**config.mk**
```make
export PLATFORM = sky130hd
export DESIGN_NAME = piece_drop_ctrl
export DESIGN_NICKNAME = d
export VERILOG_FILES = /design/src/rtl/tetris_pkg.sv /design/src/rtl/gravity_timer.sv /design/src/rtl/piece_drop_ctrl.sv
export SDC_FILE = /design/constraint.sdc
export NUM_CORES = 1
export LEC_CHECK = 0
export BUFFER_PORTS_ARGS = -buffer_cell sky130_fd_sc_hd__buf_4
export CAP_MARGIN = 20
export CORE_AREA = 5 5 42 44
export DETAILED_ROUTE_END_ITERATION = 7
export DIE_AREA = 0 0 47 49
export PLACE_DENSITY = 0.64
export REMOVE_ABC_BUFFERS = 1
export SETUP_SLACK_MARGIN = 0.02
export SLEW_MARGIN = 20
export SYNTH_ARGS = -nofsm -noshare
export SYNTH_HDL_FRONTEND = slang
export SYNTH_SLANG_ARGS = --single-unit
```
**constraint.sdc**
```tcl
create_clock -name clk -period 1.8 [get_ports clk]
set_clock_uncertainty 0.1 [all_clocks]
set_input_delay 0.36 -clock clk [delete_from_list [all_inputs] [get_ports clk]]
set_output_delay 0.36 -clock clk [all_outputs]
set_load 0.03 [all_outputs]
```
**src/rtl/tetris_pkg.sv**
```systemverilog
// Shared types and default timing constants for the 8x8 LED Tetris game.
package tetris_pkg;

   typedef enum logic [2:0] {
      IDLE,
      SPAWN,
      CHECK,
      FALL,
      LOCK,
      OVER
   } drop_state_t;

   localparam int DEF_GRAV_DIV = 50;
   localparam int DEF_FAST_DIV = 5;

endpackage

```
**src/rtl/gravity_timer.sv**
```systemverilog
// Gravity step timer: counts clock cycles while running and emits a step
// whenever the count reaches the normal or fast period limit.
module gravity_timer
   import tetris_pkg::*;
#(
   parameter int GRAV_DIV = DEF_GRAV_DIV,
   parameter int FAST_DIV = DEF_FAST_DIV
) (
   input  logic clk,
   input  logic rst_n,
   input  logic i_clear,
   input  logic i_run,
   input  logic i_fast,
   output logic o_step
);

   localparam int CW = $clog2(GRAV_DIV);
   localparam logic [CW-1:0] GRAV_LIM = CW'(GRAV_DIV - 1);
   localparam logic [CW-1:0] FAST_LIM = CW'(FAST_DIV - 1);

   logic [CW-1:0] r_cnt;
   logic [CW-1:0] w_limit;

   // A count already past the fast limit steps immediately when fast is selected.
   assign w_limit = i_fast ? FAST_LIM : GRAV_LIM;
   assign o_step  = i_run && !i_clear && (r_cnt >= w_limit);

   always_ff @(posedge clk or negedge rst_n) begin
      if (!rst_n) begin
         r_cnt <= '0;
      end else if (i_clear) begin
         r_cnt <= '0;
      end else if (i_run) begin
         r_cnt <= o_step ? '0 : r_cnt + 1'b1;
      end
   end

endmodule

```
**src/rtl/piece_drop_ctrl.sv**
```systemverilog
// Gravity and landing sequencer for the Tetris piece datapath.
// Define LOCK_DELAY_EN to give a landed piece one grace step before locking.
module piece_drop_ctrl
   import tetris_pkg::*;
#(
   parameter int GRAV_DIV = DEF_GRAV_DIV,
   parameter int FAST_DIV = DEF_FAST_DIV
) (
   input  logic clk,
   input  logic reset,
   input  logic game_en,
   input  logic down_fast,
   input  logic can_move_down,
   input  logic spawn_ok,
   output logic move_down,
   output logic lock_piece,
   output logic reset_piece,
   output logic game_over
);

   drop_state_t r_state;
   logic        r_move_down;
   logic        w_step;
   logic        w_timer_clear;
   logic        w_timer_run;
`ifdef LOCK_DELAY_EN
   logic        r_grace;
`endif

   assign w_timer_run   = (r_state == FALL);
   assign w_timer_clear = !game_en || (r_state != FALL);

   gravity_timer #(
      .GRAV_DIV(GRAV_DIV),
      .FAST_DIV(FAST_DIV)
   ) u_timer (
      .clk    (clk),
      .rst_n  (reset),
      .i_clear(w_timer_clear),
      .i_run  (w_timer_run),
      .i_fast (down_fast),
      .o_step (w_step)
   );

   // Dropping game_en always returns to IDLE ahead of any other event.
   always_ff @(posedge clk or negedge reset) begin
      if (!reset) begin
         r_state     <= IDLE;
         r_move_down <= 1'b0;
`ifdef LOCK_DELAY_EN
         r_grace     <= 1'b0;
`endif
      end else if (!game_en) begin
         r_state     <= IDLE;
         r_move_down <= 1'b0;
`ifdef LOCK_DELAY_EN
         r_grace     <= 1'b0;
`endif
      end else begin
         r_move_down <= 1'b0;
         case (r_state)
            IDLE: begin
`ifdef LOCK_DELAY_EN
               r_grace <= 1'b0;
`endif
               r_state <= SPAWN;
            end
            SPAWN: begin
`ifdef LOCK_DELAY_EN
               r_grace <= 1'b0;
`endif
               r_state <= CHECK;
            end
            CHECK: begin
               r_state <= spawn_ok ? FALL : OVER;
            end
            FALL: begin
               if (w_step) begin
                  if (can_move_down) begin
                     r_move_down <= 1'b1;
`ifdef LOCK_DELAY_EN
                     r_grace     <= 1'b0;
`endif
                  end else begin
`ifdef LOCK_DELAY_EN
                     if (!r_grace) begin
                        r_grace <= 1'b1;
                     end else begin
                        r_state <= LOCK;
                     end
`else
                     r_state <= LOCK;
`endif
                  end
               end
            end
            LOCK: begin
               r_state <= SPAWN;
            end
            OVER: begin
               r_state <= OVER;
            end
            default: begin
               r_state <= IDLE;
            end
         endcase
      end
   end

   assign move_down   = r_move_down;
   assign lock_piece  = (r_state == LOCK);
   assign reset_piece = (r_state == SPAWN);
   assign game_over   = (r_state == OVER);

endmodule

```
==> impl_metrics.json <==
{
  "status": "completed",
  "cts.sinks": 10,
  "required_ns": 1.86,
  "yosysSeqAreaShare": 0.427,
  "drtIter0Drc": 8,
  "synthArstFlopShare": 1.00,
  "finalCriticalPeriod_ns": 1.72,
  "multiInputGateArea_um2": 322,
  "period_share": 0.958,
  "p_leak_nw": 0.355,
  "drt_pass1_iterations": 3,
  "path_max_fanout": 7,
  "slowest_delay_ns": 0.39,
  "avgSynthCellArea_um2": 9.92,
  "drc": 0,
  "hold_violations": 0,
  "grt_usage": 0.118,
  "nets": 88,
  "fin_hold_ws_ns": 0.229,
  "tightest_slew_ns": 0.231,
  "htreeDepth": 1,
  "relSlewSlack": 0.846,
  "tns_ns": 0,
  "vias": 462,
  "fin_ws_ns": 0.0758,
  "antenna_cells": 0,
  "end_kind": "register",
  "crit_chain": "inv_1 -> ha_1 -> or3b_4 -> a21oi_4 -> nand3_4 -> and3_4",
  "die_y_um": 49,
  "cts_tree": "built",
  "fmax_mhz": 580,
  "numCtsBuffers": 3,
  "antenna_found_initial": 0,
  "dieWidth_um": 47,
  "cts_buffer_depth": 2,
  "power_mw": 0.465,
  "crit_type": "register to register",
  "fillers": 141,
  "synth_flop_cell": "dfrtp_1",
  "path_clk_slew_ns": 0.06,
  "rows": 14,
  "final_antenna_net_count": 0,
  "port_buffers": 9,
  "maxCapViolations": 0,
  "coreArea_um2": 1400,
  "place_ws_ns": -0.105,
  "yosys_warnings": 0,
  "synth_edf_count": 0,
  "grt_pass1_vias": 452,
  "areaGrowthSynthToFinish_pct": 25.9,
  "synth_cells": 59,
  "ys_ff_latch": 10,
  "design.die.area_um2": 2300,
  "grt_pass1_wl_um": 1960,
  "seq_area_um2": 250,
  "gp_congestion": 0.751,
  "routedWlPerCell_um": 12.0,
  "final_cell_area_um2": 737,
  "ir_drop_v": 0.000402,
  "place_area_um2": 699,
  "clk_latency_ns": 0.26,
  "ys_types": 25,
  "critPathLaunchType": "register",
  "pin_count": 10,
  "root_buffer": "clkbuf_4",
  "rsz0062_at_grt": "yes",
  "vias_per_cell": 5.08,
  "finalSetupViolCount": 0,
  "cts_setup_buffers": 0,
  "grt_max_degree": 11,
  "slowest_stage": "or3b_4",
  "hp-class": "input pin to register",
  "drive_gt1_frac": 0.280,
  "grt-ovfl-total": 0,
  "slew_viol_final": 0,
  "worst-endpoint-arrival_ns": 1.78,
  "p_per_area_nw_per_um2": 631,
  "drt_wl_total_um": 1090,
  "hpwl_um": 861,
  "initial_core_util": 0.418,
  "netlist_area_um2": 586
}
path summary, 6_finish.rpt:
check / slack [ns] / endpoint / depth (start not counted) / startpoint
max in group asynchronous: 1.10 / u_timer.r_cnt[2] / 2 / reset
worst max register to register: 0.08 / r_state[2] / 6 / u_timer.r_cnt[0]
worst min-delay path: 0.23 / move_down / 3 / can_move_down
min in group asynchronous: 0.36 / u_timer.r_cnt[1] / 2 / reset
worst max-delay path: 0.08 / r_state[2] / 6 / u_timer.r_cnt[0]
worst min register to register: 0.43 / u_timer.r_cnt[0] / 2 / u_timer.r_cnt[0]
final cells by class:
type / instances / area share
multi-input combinational: 44 / 0.436
timing repair buffer: 14 / 0.146
clock buffer: 3 / 0.0306
sequential: 10 / 0.340
tap: 16 / 0.0272
inverter: 4 / 0.0204
worst max-delay path: cells and delay by family, from the launching register on:
kind | cells | cell delay, ns
compound gates | 1 | 0.20
fa+ha+maj | 1 | 0.22
buf+inv | 1 | 0.06
flops | 1 | 0.37
simple gates | 3 | 0.67
per-layer routing:
layer  global-route usage  routed length, um  up-vias
met5                    0                  0        -
met4               0.0691                 38        0
met3               0.0332                 41        5
met2                0.156                500        8
met1                0.164                510      213
li1                     -                  -      236
cells in the mapped netlist (2+ instances only):
master | number | area [um^2]
dfrtp_1 | 10 | 250
nor2_1 | 9 | 33.8
ha_1 | 5 | 62.6
inv_1 | 4 | 15.0
a21oi_1 | 3 | 15.0
and3_1 | 3 | 18.8
a31oi_1 | 2 | 12.5
nand2_1 | 2 | 7.51
nand2b_1 | 2 | 12.5
nand3_1 | 2 | 10.0
xnor2_1 | 2 | 17.5
xor2_1 | 2 | 17.5
power by group:
| part | internal [mW] | total, mW | switching, mW |
|---|---|---|---|
| sequential | 0.231 | 0.242 | 0.0107 |
| combinational | 0.0384 | 0.0756 | 0.0372 |
| clock | 0.0770 | 0.148 | 0.0710 |
| total | 0.346 | 0.465 | 0.119 |
through the flow:
stage          instances  utilization
3_3_place_gp          87        0.499
3_5_place_dp          87        0.499
5_1_grt               91        0.526
4_1_cts               91        0.522
2_1_floorplan         58            -
6_report              91        0.526
registers in the layout, indices dropped and copies added (netlist names):
name	count
u_timer.r_cnt	6
move_down	1
r_state	3
cell usage in the layout, fill, tap and decap left out, drive strengths merged, types with 3 or more instances in the layout:
master  synthesis  routed
a21oi           4       4
dfrtp          10      10
clkbuf          1       3
inv             4       4
ha              5       5
and3            3       3
buf             0      13
nor2            9       9
nand3           3       3
cell families (layout without fill, tap and decap cells):
group	Yosys count	after routing	share of synthesized area
simple gates	25	25	0.254
compound gates	10	10	0.120
flops	10	10	0.427
fa+ha+maj	5	5	0.107
buf+inv	5	21	0.0320
xor+xnor	4	4	0.0598
repair_timing:
item / in CTS / in global routing
hold buffers: 1 / 0
gates resized for setup: 0 / 1
endpoints found under the hold margin: 10 / 0
setup endpoints to repair: 1 / 1
pin swaps: 1 / 4
Power figures use the tool's default switching activity.
